File: config.mk
export PLATFORM = sky130hd
export DESIGN_NAME = shift_reg_univ_flat
export DESIGN_NICKNAME = d
export VERILOG_FILES = /design/src/rtl/shift_reg_univ_pkg.sv /design/src/rtl/shift_reg_univ_if.sv /design/src/rtl/shift_reg_univ_step.sv /design/src/rtl/shift_reg_univ.sv /design/src/flat_wrapper.sv
export SDC_FILE = /design/constraint.sdc
export NUM_CORES = 1
export LEC_CHECK = 0
export ABC_CLOCK_PERIOD_IN_PS = 1300
export BUFFER_PORTS_ARGS = -buffer_cell sky130_fd_sc_hd__clkbuf_2
export CAP_MARGIN = 40
export CORE_ASPECT_RATIO = 1.25
export CORE_UTILIZATION = 48
export DETAILED_ROUTE_END_ITERATION = 16
export HOLD_SLACK_MARGIN = 0.12
export PLACE_DENSITY_LB_ADDON = 0.08
export SYNTH_ARGS = -nofsm -noshare
export SYNTH_HDL_FRONTEND = slang
export SYNTH_HIERARCHICAL = 1
export SYNTH_SLANG_ARGS = --single-unit
File: constraint.sdc
create_clock -name clk -period 1.3 [get_ports clk]
set_input_delay 0.13 -clock clk [delete_from_list [all_inputs] [get_ports clk]]
set_output_delay 0.13 -clock clk [all_outputs]
set_load 0.1 [all_outputs]
File: src/rtl/shift_reg_univ_pkg.sv
// rtl/shift_reg_univ_pkg.sv - op codes and FSM state encoding for the universal shift register
package shift_reg_pkg;

  localparam logic [2:0] OP_LOAD = 3'b000;
  localparam logic [2:0] OP_SRL  = 3'b001;
  localparam logic [2:0] OP_SLL  = 3'b010;
  localparam logic [2:0] OP_SRA  = 3'b011;
  localparam logic [2:0] OP_ROR  = 3'b100;
  localparam logic [2:0] OP_ROL  = 3'b101;
  localparam logic [2:0] OP_SRS  = 3'b110;
  localparam logic [2:0] OP_SLS  = 3'b111;

  typedef enum logic [1:0] {
    ST_IDLE  = 2'b00,
    ST_SHIFT = 2'b01,
    ST_DONE  = 2'b10
  } state_t;

endpackage

File: src/rtl/shift_reg_univ_if.sv
// rtl/shift_reg_univ_if.sv - command/status bundle between a controller and the shift register
interface shift_reg_univ_if #(
  parameter int WIDTH = 8,
  parameter int AMT_W = 4
);
  logic             start;
  logic [2:0]       op;
  logic [AMT_W-1:0] amount;
  logic [WIDTH-1:0] data_in;
  logic             serial_in;
  logic [WIDTH-1:0] data_out;
  logic             serial_out;
  logic             busy;
  logic             done;

  modport master (
    output start, op, amount, data_in, serial_in,
    input  data_out, serial_out, busy, done
  );

  modport slave (
    input  start, op, amount, data_in, serial_in,
    output data_out, serial_out, busy, done
  );
endinterface

File: src/rtl/shift_reg_univ_step.sv
// rtl/shift_reg_univ_step.sv - one single-bit shift/rotate step plus the bit it drops
module shift_step_unit
  import shift_reg_pkg::*;
#(
  parameter int WIDTH = 8
) (
  input  logic [WIDTH-1:0] data_i,
  input  logic [2:0]       op_i,
  input  logic             serial_i,
  output logic [WIDTH-1:0] data_o,
  output logic             drop_o
);

  always_comb begin
    data_o = data_i;
    drop_o = data_i[0];
    case (op_i)
      OP_SRL: data_o = {1'b0, data_i[WIDTH-1:1]};
      OP_SRA: data_o = {data_i[WIDTH-1], data_i[WIDTH-1:1]};
      OP_ROR: data_o = {data_i[0], data_i[WIDTH-1:1]};
      OP_SRS: data_o = {serial_i, data_i[WIDTH-1:1]};
      OP_SLL: begin
        data_o = {data_i[WIDTH-2:0], 1'b0};
        drop_o = data_i[WIDTH-1];
      end
      OP_ROL: begin
        data_o = {data_i[WIDTH-2:0], data_i[WIDTH-1]};
        drop_o = data_i[WIDTH-1];
      end
      OP_SLS: begin
        data_o = {data_i[WIDTH-2:0], serial_i};
        drop_o = data_i[WIDTH-1];
      end
      default: data_o = data_i;
    endcase
  end

endmodule

File: src/rtl/shift_reg_univ.sv
// rtl/shift_reg_univ.sv - universal shift/rotate register, one step per clock for N steps
module shift_reg_univ
  import shift_reg_pkg::*;
#(
  parameter int WIDTH = 8,
  parameter int AMT_W = 4
) (
  input  logic             clk,
  input  logic             rst_n,
  shift_reg_univ_if.slave  bus
);

  state_t           state_q, state_d;
  logic [WIDTH-1:0] data_q, data_d;
  logic             ser_q, ser_d;
  logic [AMT_W-1:0] count_q, count_d;
  logic [2:0]       op_q, op_d;
  logic             busy_q, busy_d;
  logic             done_q, done_d;

  logic [WIDTH-1:0] step_data;
  logic             step_drop;

  shift_step_unit #(.WIDTH(WIDTH)) u_step (
    .data_i   (data_q),
    .op_i     (op_q),
    .serial_i (bus.serial_in),
    .data_o   (step_data),
    .drop_o   (step_drop)
  );

  always_comb begin
    state_d = state_q;
    data_d  = data_q;
    ser_d   = ser_q;
    count_d = count_q;
    op_d    = op_q;
    case (state_q)
      ST_IDLE, ST_DONE: begin
        state_d = ST_IDLE;
        if (bus.start) begin
          op_d = bus.op;
          if (bus.op == OP_LOAD) begin
            data_d  = bus.data_in;
            state_d = ST_DONE;
          end else if (bus.amount == '0) begin
            state_d = ST_DONE;
          end else begin
            count_d = bus.amount;
            state_d = ST_SHIFT;
          end
        end
      end
      ST_SHIFT: begin
        data_d  = step_data;
        ser_d   = step_drop;
        count_d = count_q - AMT_W'(1);
        if (count_q == AMT_W'(1)) state_d = ST_DONE;
      end
      default: state_d = ST_IDLE;
    endcase
    // Status flags are registered copies of the next state, so they track state_q exactly.
    busy_d = (state_d == ST_SHIFT);
    done_d = (state_d == ST_DONE);
  end

  always_ff @(posedge clk) begin
    if (!rst_n) begin
      state_q <= ST_IDLE;
      data_q  <= '0;
      ser_q   <= 1'b0;
      count_q <= '0;
      op_q    <= OP_LOAD;
      busy_q  <= 1'b0;
      done_q  <= 1'b0;
    end else begin
      state_q <= state_d;
      data_q  <= data_d;
      ser_q   <= ser_d;
      count_q <= count_d;
      op_q    <= op_d;
      busy_q  <= busy_d;
      done_q  <= done_d;
    end
  end

  assign bus.data_out   = data_q;
  assign bus.serial_out = ser_q;
  assign bus.busy       = busy_q;
  assign bus.done       = done_q;

endmodule

File: src/flat_wrapper.sv
// flat-port wrapper written by rule: the top's interface ports become plain ports
module shift_reg_univ_flat import shift_reg_pkg::*;
#(
  parameter int WIDTH = 8,
  parameter int AMT_W = 4
)
  (clk, rst_n, bus_start, bus_op, bus_amount, bus_data_in, bus_serial_in, bus_data_out, bus_serial_out, bus_busy, bus_done);
  shift_reg_univ_if #(.WIDTH(WIDTH), .AMT_W(AMT_W)) bus_i ();
  input  logic clk;
  input  logic rst_n;
  input wire logic [$bits(bus_i.start)-1:0] bus_start;
  input wire logic [$bits(bus_i.op)-1:0] bus_op;
  input wire logic [$bits(bus_i.amount)-1:0] bus_amount;
  input wire logic [$bits(bus_i.data_in)-1:0] bus_data_in;
  input wire logic [$bits(bus_i.serial_in)-1:0] bus_serial_in;
  output wire logic [$bits(bus_i.data_out)-1:0] bus_data_out;
  output wire logic [$bits(bus_i.serial_out)-1:0] bus_serial_out;
  output wire logic [$bits(bus_i.busy)-1:0] bus_busy;
  output wire logic [$bits(bus_i.done)-1:0] bus_done;
  assign bus_i.start = bus_start;
  assign bus_i.op = bus_op;
  assign bus_i.amount = bus_amount;
  assign bus_i.data_in = bus_data_in;
  assign bus_i.serial_in = bus_serial_in;
  assign bus_data_out = bus_i.data_out;
  assign bus_serial_out = bus_i.serial_out;
  assign bus_busy = bus_i.busy;
  assign bus_done = bus_i.done;
  shift_reg_univ #(.WIDTH(WIDTH), .AMT_W(AMT_W)) u_core (.clk(clk), .rst_n(rst_n), .bus(bus_i));
endmodule
==> results of run 1 <==
[registers in the layout, indices dropped and copies added (netlist names)]
register               flops
u_core/count_q             4
u_core/bus.data_out        8
u_core/bus.done            1
u_core/state_q             2
u_core/bus.serial_out      1
u_core/bus.busy            1
u_core/op_q                3
[metal layers]
layer | global-route usage [%] | routed length, µm
met2 | 47.8 | 2130
met5 | 0 | 0
met3 | 3.43 | 186
met4 | 14.6 | 117
met1 | 31.4 | 1550
[cells in the final DEF, fill, tap and decap left out, types with 4 or more instances in the layout]
| master | count |
|---|---|
| a311oi_1 | 7 |
| o21ai_1 | 6 |
| a211oi_1 | 11 |
| o211ai_2 | 4 |
| buf_6 | 5 |
| dlygate4sd3_1 | 11 |
| clkbuf_2 | 19 |
| o211ai_1 | 6 |
| buf_4 | 27 |
| a21oi_1 | 10 |
| dfxtp_4 | 10 |
| mux2_4 | 5 |
| nand2_1 | 28 |
| dfxtp_1 | 7 |
[final timing paths]
| check | start | end | slack (ns) | depth (start not counted) |
|---|---|---|---|---|
| worst max-delay path | u_core/op_q[0]$_SDFFE_PN0P_ | u_core/bus.data_out[3]$_SDFFE_PN0P_ | -0.09 | 6 |
| worst min register to register | u_core/bus.serial_out$_SDFFE_PN0P_ | u_core/bus.serial_out$_SDFFE_PN0P_ | 0.46 | 2 |
| worst min-delay path | bus_op[1] | u_core/op_q[1]$_SDFFE_PN0P_ | 0.16 | 4 |
| worst max register to register | u_core/op_q[0]$_SDFFE_PN0P_ | u_core/bus.data_out[3]$_SDFFE_PN0P_ | -0.09 | 6 |
[through the flow]
stage / power [mW] / instance area [µm²] / utilization, % / instances
2_1_floorplan: 1.43 / 1430 / - / 164
5_1_grt: 2.17 / 2000 / 73.8 / 253
6_report: 2.07 / 2000 / 73.8 / 253
3_5_place_dp: 1.65 / 1710 / 63.0 / 232
4_1_cts: 2.02 / 1910 / 70.6 / 251
3_3_place_gp: 1.63 / 1710 / 63.0 / 232
[worst register-to-register path: stages (launching register included)]
cell and delay [ns]:
dfxtp_4 0.39, buf_4 0.19, nand2b_4 0.09, o21ai_0 0.08
o21ai_1 0.17, nand2_1 0.09, a311oi_2 0.30
[cell families after synthesis]
family,count (synthesis)
muxes,11
buffers and inverters,18
adders and majority gates,2
DFF,20
AOI/OAI and AO/OA,60
and+or+nand+nor,53
[power by group]
group	switching [mW]	leakage (nW)	total (mW)	internal, mW
clock	0.188	0.0154	0.301	0.112
sequential	0.0886	0.172	0.774	0.685
combinational	0.592	0.616	0.991	0.399
total	0.869	0.803	2.07	1.20
[final cells by class]
class                      count  share of cell area (%)
inverter                       5                   0.940
sequential                    20                    22.1
tap                           34                    2.13
clock buffer                   3                    1.13
multi-input combinational    126                    48.2
timing repair buffer          64                    25.3
clock inverter                 1                   0.188
[timing repair]
action                                  in CTS  in global routing
endpoints found under the setup margin      13                 15
pin swaps                                    2                  9
hold buffers                                11                  0
gates resized for setup                     10                 18
hold endpoints to repair                    14                  0
buffers inserted                             4                  3
==> flow_metrics.py, run 1 <==
metrics = {
    "synthesis": {
        "synth_cells": 164,
        "synth_compound_area_share_pct": 32.6,
        "synth_cell_types": 41,
        "ys_ff_latch": 20,
        "async_reset_ff_share_pct": 0,
        "muxShareOfSynthArea_pct": 9.71,
        "synthSimpleGateAreaFrac_pct": 19.4,
        "synth_top_family_by_area": "compound AO/OA/AOI/OAI gates",
        "synth-xor-area-share_pct": 0,
        "yosysSeqAreaShare_pct": 28.8,
        "ys_top_cells_by_area": "dfxtp_1 (29%), nand2_1 (7.6%), a211oi_1 (5.9%), a311oi_1 (5.7%), mux2_4 (4.3%)",
        "synth_flop_cell": "dfxtp_1",
        "ys_warn_count": 6,
        "synth_edf_count": 0,
        "syn_area_per_cell_um2": 8.48,
        "syn_area_mm2": 0.00139,
        "yosys.area_share.adder_pct": 1.80,
        "synth_top_area_share_pct": 28.8,
        "syn_nets": 185,
        "yosysMostFrequentCell": "nand2_1",
        "ys_top_cells_by_count": "nand2_1 (28), dfxtp_1 (20), a211oi_1 (11)",
        "synth_largest_area_cell": "dfxtp_1",
    },
    "finish": {
        "fillers": 198,
        "multi_input_area_um2": 963,
        "seqCellArea_um2": 442,
        "area_growth_pct": 43.5,
        "nets": 241,
        "drive_gt1_share_pct": 43.8,
        "antennaDiodeCount": 0,
    },
    "global_route": {
        "grt_pass1_vias": 1477,
        "grt.overflow.total": 0,
        "antenna_found_initial": 0,
        "grt_pass1_wl_mm": 6.69,
        "grt_usage_pct": 27.4,
        "grt_max_degree": 21,
    },
    "setup_path": {
        "cp_cell_sequence": "buf_4 > nand2b_4 > o21ai_0 > o21ai_1 > nand2_1 > a311oi_2",
        "path_class": "flip-flop to flip-flop",
        "end_kind": "flip-flop",
        "critPathRequiredTime_ns": 1.51,
        "start_kind": "flip-flop",
        "worstPathArrival_ns": 1.60,
        "crit_family": "compound AO/OA/AOI/OAI gates",
        "critPathMaxStageDelay_ns": 0.39,
        "slowest_stage": "dfxtp_4",
        "crit_path_max_fanout": 8,
        "worst-path-buf-inv": 1,
    },
    "sta": {
        "finalHoldViolCount": 0,
        "max_clock_freq_mhz": 718,
        "timing.final.crit_share_pct": 107,
        "setup_ws_ns": -0.0926,
        "tightestPinTransition_ns": 0.584,
        "slew_violations": 0,
        "rsz0062_at_grt": "true",
        "skew_ns": 0.00607,
        "fin_hold_ws_ns": 0.162,
        "finalSetupTns_ns": -0.303,
        "maxSlewHeadroom_pct": 61.1,
        "setup_violations": 8,
        "fin_crit_ns": 1.39,
    },
    "route": {
        "first_pass_iters": 4,
        "dr_total_vias": 1506,
        "final_antenna_net_count": 0,
        "routed_wl_mm": 3.98,
        "drc": 0,
        "viasPerCell": 5.95,
        "wl_per_cell_um": 15.7,
        "drt_iter0_markers": 36,
    },
    "power": {
        "p_per_area_mw_per_mm2": 1030,
        "ir_drop_mv": 0.746,
        "total_leakage_power_nw": 0.803,
    },
    "floorplanning": {
        "dieWidth_um": 50.2,
        "dieArea_mm2": 0.00312,
        "core_mm2": 0.00271,
        "ios": 30,
        "dieHeight_um": 62.2,
        "rows": 21,
        "start_util_pct": 51.4,
    },
    "placement": {
        "io_buffers": 29,
        "dp_slack_ns": -0.230,
        "gp_routability_congestion": 0.892,
        "dp_hpwl_mm": 2.75,
    },
    "clock_network": {
        "ctsLongestPathBuffers": 2,
        "clkSinkCount": 20,
        "clk_pin_slew_ns": 0.11,
        "numCtsBuffers": 3,
        "htree_levels": 1,
        "cts_tree": "done",
        "clk_latency_ns": 0.30,
        "cts_root_buffer": "clkbuf_4",
    },
    "status": {
        "status": "complete, but fails checks",
        "violations": "negative setup slack",
    },
    "run": {
        "drv_cap": 0,
    },
    "min_path": {
        "hold_path.class": "primary input to flip-flop",
    },
}
Power figures use the tool's default switching activity.
==> run 2: changes to the inputs <==
Settings changed: ABC_CLOCK_PERIOD_IN_PS 1300 to 1200.
Clock period 1.3 ns to 1.2 ns, I/O delays scaled along.
==> run 2 against run 1 <==
  * The run still ends with negative setup slack left
  * Die area did not move
  * Maximum frequency rose by 2.7%
  * Wire length rose by 21%
  * Worst hold slack got worse by 0.035 ns
  * Core utilization rose by 11 points
  * Global-route usage rose by 1.9 points
==> flow_metrics.py, run 2 (synthesis results as in run 1) <==
metrics = {
    "min_path": {
        "hold_path.class": "primary input to flip-flop",
        "hold_end": "u_core/count_q[2]$_SDFFE_PN0P_",
        "min_from": "bus_amount[2]",
        "hold_path_depth": 3,
    },
    "placement": {
        "dpl_cell_area_mm2": 0.00191,
        "dp_hpwl_mm": 2.90,
        "gp_routability_congestion": 0.885,
        "io_buffers": 29,
        "dp_slack_ns": -0.189,
        "dpl.cell_count": 240,
    },
    "setup_path": {
        "rr_worst_depth": 6,
        "path_class": "flip-flop to flip-flop",
        "r2r_end": "u_core/bus.data_out[7]$_SDFFE_PN0P_",
        "reg2reg_slack_ns": -0.16,
        "end_kind": "flip-flop",
        "critPathRequiredTime_ns": 1.41,
        "worstPathArrival_ns": 1.57,
        "r2r-start": "u_core/op_q[0]$_SDFFE_PN0P_",
        "crit_path_max_fanout": 5,
        "start_kind": "flip-flop",
    },
    "sta": {
        "setup_ws_ns": -0.155,
        "tightestPinTransition_ns": 0.294,
        "slew_violations": 0,
        "maxSlewHeadroom_pct": 80.3,
        "max_clock_freq_mhz": 738,
        "setup_violations": 11,
        "finalHoldViolCount": 0,
        "fin_crit_ns": 1.36,
        "rsz0062_at_grt": "true",
        "skew_ns": 0.00207,
        "timing.final.crit_share_pct": 113,
    },
    "route": {
        "first_pass_iters": 4,
        "wl_per_cell_um": 18.3,
        "dr_total_vias": 1644,
        "viasPerCell": 6.25,
        "routed_wl_mm": 4.82,
        "final_antenna_net_count": 0,
        "drc": 0,
        "drt_iter0_markers": 88,
    },
    "clock_network": {
        "clk_pin_slew_ns": 0.11,
        "cts_tree": "done",
        "clkSinkCount": 20,
        "numCtsBuffers": 3,
        "clk_latency_ns": 0.30,
        "ctsLongestPathBuffers": 2,
        "htree_levels": 1,
        "cts_root_buffer": "clkbuf_4",
    },
    "global_route": {
        "grt_max_degree": 17,
        "grt_usage_pct": 29.4,
        "busiest_layer": "met2",
        "use_met3_pct": 2.45,
        "grt_use_met2_pct": 51.3,
        "grt_pass1_wl_mm": 7.25,
        "grt_use_met1_pct": 33.6,
        "antenna_found_initial": 0,
        "grt_pass1_vias": 1642,
        "grt.overflow.total": 0,
    },
    "floorplanning": {
        "dieHeight_um": 62.2,
        "dieArea_mm2": 0.00312,
        "core_mm2": 0.00271,
        "rows": 21,
        "dieWidth_um": 50.2,
        "ios": 30,
        "start_util_pct": 51.4,
    },
    "finish": {
        "fillers": 150,
        "largest_reg_flops": 8,
        "drive_gt1_share_pct": 54.1,
        "layoutNonFillerInstCount": 263,
        "final_util_pct": 84.4,
        "antennaDiodeCount": 0,
        "area_growth_pct": 64.2,
        "final_cell_mix": "buf_4 (28), nand2_1 (28), clkbuf_2 (18)",
        "nets": 252,
        "final_cell_area_mm2": 0.00228,
    },
    "status": {
        "status": "complete, but fails checks",
        "violations": "negative setup slack",
    },
    "run": {
        "drv_cap": 0,
    },
    "power": {
        "total_leakage_power_nw": 0.906,
        "total_power_mw": 2.52,
        "p_per_area_mw_per_mm2": 1100,
        "ir_drop_mv": 0.836,
    },
}
-- run 2: changes by cell type in the layout (fill, tap and decap cells not counted), sizes merged --
cell,before,now
buf,34,48
clkbuf,22,21
clkinv,2,1
dlygate4sd3,11,9
-- run 2: critical path, stage by stage (launching register included) --
cell and delay, ns:
dfxtp_4 0.39, buf_4 0.15, nor3b_2 0.16, a21oi_1 0.06, o22ai_1 0.19, nand2_1 0.08, a311oi_1 0.24
-- run 2: how the worst max path moves through the flow --
stage,start,endpoint,slack [ns],cells after the start
3_5_place_dp,u_core/op_q[1]$_SDFFE_PN0P_,u_core/bus.data_out[7]$_SDFFE_PN0P_,-0.19,6
5_1_grt,u_core/op_q[0]$_SDFFE_PN0P_,u_core/bus.data_out[7]$_SDFFE_PN0P_,-0.25,6
3_3_place_gp,u_core/op_q[1]$_SDFFE_PN0P_,u_core/bus.data_out[7]$_SDFFE_PN0P_,-0.12,6
6_report,u_core/op_q[0]$_SDFFE_PN0P_,u_core/bus.data_out[7]$_SDFFE_PN0P_,-0.16,6
2_1_floorplan,u_core/bus.data_out[7]$_SDFFE_PN0P_,u_core/bus.data_out[7]$_SDFFE_PN0P_,-0.10,5
4_1_cts,u_core/op_q[0]$_SDFFE_PN0P_,u_core/bus.data_out[0]$_SDFFE_PN0P_,-0.15,6
-- run 2: what timing repair did --
| action | CTS | global route |
|---|---|---|
| endpoints found under the hold margin | 12 | 0 |
| buffers inserted | 5 | 5 |
| cloned | 0 | 1 |
| hold buffers | 9 | 0 |
| pin swaps | 8 | 13 |
| endpoints found under the setup margin | 11 | 13 |
| resized for setup | 14 | 31 |
-- run 2: per-stage QoR --
step	TNS (ns)	hold WS, ns
2_1_floorplan	-0.546	0.248
3_3_place_gp	-0.795	0.372
3_5_place_dp	-1.30	0.377
4_1_cts	-0.902	0.124
5_1_grt	-1.75	0.134
6_report	-1.15	0.127
-- run 2: final cells by class --
cell class / count / area [µm²] / area share, %
sequential: 20 / 447 / 19.6
timing repair buffer: 75 / 723 / 31.7
tap: 34 / 42.5 / 1.86
multi-input combinational: 126 / 1030 / 45.0
inverter: 5 / 21.3 / 0.931
clock buffer: 3 / 22.5 / 0.986
-- run 2: routing by layer --
metal	vias to the layer above	share of wire (%)	wire (µm)
met5	-	0	0
met4	0	3.1	148
met3	19	4.4	213
met2	65	55	2630
met1	801	38	1830
li1	759	-	-
-- run 2: power breakdown --
group	leakage, nW	switching (mW)	internal (mW)
Sequential	0.174	0.107	0.743
Clock	0.0138	0.209	0.117
Combinational	0.719	0.725	0.618
Total	0.906	1.04	1.48
==> run 3: changes to the inputs <==
Settings changed: SKIP_CTS_REPAIR_TIMING set to 1.
==> run 3 against run 2 <==
  * The run still ends with negative setup slack left
  * Clock-buffer cell count unchanged
  * Wire length decreased by 3.0%
  * Critical path depth stayed put
  * Clock skew is essentially flat
  * Sequential power decreased by 0.5%
  * Clock power decreased by 1%
  * Largest power group unchanged
==> flow_metrics.py, run 3 (synthesis results as in run 1) <==
metrics = {
    "floorplanning": {
        "ios": 30,
        "start_util_pct": 51.4,
        "dieArea_mm2": 0.00312,
        "dieHeight_um": 62.2,
        "core_mm2": 0.00271,
        "rows": 21,
        "dieWidth_um": 50.2,
    },
    "setup_path": {
        "worstPathArrival_ns": 1.54,
        "slowest_stage": "dfxtp_4",
        "r2r_end": "u_core/bus.data_out[3]$_SDFFE_PN0P_",
        "critPathRequiredTime_ns": 1.37,
        "r2r-start": "u_core/op_q[1]$_SDFFE_PN0P_",
        "crit_path_max_fanout": 6,
        "path_class": "flip-flop to flip-flop",
        "rr_worst_depth": 6,
        "reg2reg_slack_ns": -0.17,
        "end_kind": "flip-flop",
        "cp_cell_sequence": "buf_4 > mux2_4 > o211ai_2 > o21ai_1 > nand2_1 > a311oi_1",
        "start_kind": "flip-flop",
        "critPathMaxStageDelay_ns": 0.39,
    },
    "run": {
        "drv_cap": 0,
    },
    "route": {
        "drc": 0,
        "dr_total_vias": 1576,
        "drt_iter0_markers": 96,
        "first_pass_iters": 4,
        "routed_wl_mm": 4.68,
        "final_antenna_net_count": 0,
        "wl_per_cell_um": 18.0,
        "viasPerCell": 6.06,
    },
    "global_route": {
        "grt.overflow.total": 0,
        "grt_pass1_wl_mm": 6.61,
        "grt_usage_pct": 26.3,
        "grt_pass1_vias": 1505,
        "antenna_found_initial": 0,
        "grt_max_degree": 17,
    },
    "sta": {
        "skew_ns": 0.00242,
        "maxSlewHeadroom_pct": 78.6,
        "finalHoldViolCount": 0,
        "setup_violations": 12,
        "rsz0062_at_grt": "true",
        "max_clock_freq_mhz": 731,
        "fin_crit_ns": 1.37,
        "tightestPinTransition_ns": 0.316,
        "timing.final.crit_share_pct": 114,
        "finalSetupTns_ns": -1.12,
        "slew_violations": 0,
        "setup_ws_ns": -0.167,
    },
    "finish": {
        "antennaDiodeCount": 0,
        "largest_reg_flops": 8,
        "layout_commonest_cell": "buf_4",
        "final_cell_area_mm2": 0.00221,
        "multi_input_area_um2": 1000,
        "final_cell_mix": "buf_4 (29), nand2_1 (28), clkbuf_2 (18)",
        "nets": 249,
        "final_util_pct": 81.8,
        "seqCellArea_um2": 447,
        "area_growth_pct": 59.1,
        "fillers": 162,
        "drive_gt1_share_pct": 52.7,
    },
    "min_path": {
        "hold_path.class": "primary input to flip-flop",
        "hold_path_depth": 3,
        "min_from": "bus_amount[2]",
        "hold_end": "u_core/count_q[2]$_SDFFE_PN0P_",
    },
    "power": {
        "swShare_pct": 41.4,
        "p_sw_mw": 1.02,
        "p_clk_share_pct": 13.0,
        "combPwrFrac_pct": 52.6,
        "total_leakage_power_nw": 0.883,
        "p_int_mw": 1.44,
        "ir_drop_mv": 0.777,
        "pwr-share-seq_pct": 34.4,
        "p_per_area_mw_per_mm2": 1110,
    },
    "placement": {
        "gp_routability_congestion": 0.885,
        "dpl_cell_area_mm2": 0.00191,
        "dp_slack_ns": -0.189,
        "dp_hpwl_mm": 2.90,
        "io_buffers": 29,
    },
    "clock_network": {
        "cts_root_buffer": "clkbuf_4",
        "cts_tree": "done",
        "numCtsBuffers": 3,
        "clkSinkCount": 20,
        "clk_latency_ns": 0.30,
        "clk_pin_slew_ns": 0.11,
        "htree_levels": 1,
        "ctsLongestPathBuffers": 2,
    },
    "status": {
        "violations": "negative setup slack",
        "status": "complete, but fails checks",
    },
}
## run 3: cell types whose count changed in the layout (fill, tap and decap cells not counted), sizes merged
| cell | previous run | this run |
|---|---|---|
| clkbuf | 21 | 22 |
| dlygate4sd3 | 9 | 8 |
| buf | 48 | 45 |
## run 3: power by group through the flow
stage | registers [mW] | logic, mW | clock network [mW]
after floorplan | 1.11 | 0.441 | 0
after global placement | 0.852 | 1.07 | 0
after detailed placement | 0.858 | 1.10 | 0
after CTS | 0.842 | 1.10 | 0.331
after global routing | 0.857 | 1.36 | 0.347
final | 0.846 | 1.29 | 0.321
## run 3: worst max-delay path, delay by kind of cell (launching register included)
kind            cells  cell delay [ns]
compound gates      3             0.31
flops               1             0.39
mux                 1             0.31
simple gates        1             0.08
buf+inv             1             0.15
## run 3: how the worst max path moves through the flow
stage,end,slack [ns],start
2_1_floorplan,u_core/bus.data_out[7]$_SDFFE_PN0P_,-0.10,u_core/bus.data_out[7]$_SDFFE_PN0P_
3_3_place_gp,u_core/bus.data_out[7]$_SDFFE_PN0P_,-0.12,u_core/op_q[1]$_SDFFE_PN0P_
3_5_place_dp,u_core/bus.data_out[7]$_SDFFE_PN0P_,-0.19,u_core/op_q[1]$_SDFFE_PN0P_
4_1_cts,u_core/bus.data_out[0]$_SDFFE_PN0P_,-0.21,u_core/op_q[0]$_SDFFE_PN0P_
5_1_grt,u_core/bus.data_out[7]$_SDFFE_PN0P_,-0.24,u_core/op_q[1]$_SDFFE_PN0P_
6_report,u_core/bus.data_out[3]$_SDFFE_PN0P_,-0.17,u_core/op_q[1]$_SDFFE_PN0P_
## run 3: metal layers
metal  global-route usage [%]  share of wire [%]  up-vias
met4                     8.57                2.7        0
met3                     1.72                5.1       20
li1                         -                  -      743
met1                     31.0                 38      741
met5                        0                  0        -
met2                     48.7                 54       72
## run 3: stage by stage
step                      hold slack, ns  power, mW  cells
after floorplan                    0.248       1.55    164
after global routing               0.134       2.56    260
final                              0.130       2.46    260
after global placement             0.372       1.92    240
after detailed placement           0.377       1.96    240
after CTS                         0.0514       2.28    243
## run 3: final cells by class
cell class	instances	area share [%]
clock buffer	3	1.02
sequential	20	20.2
multi-input combinational	126	45.2
timing repair buffer	72	30.8
inverter	5	0.961
tap	34	1.92
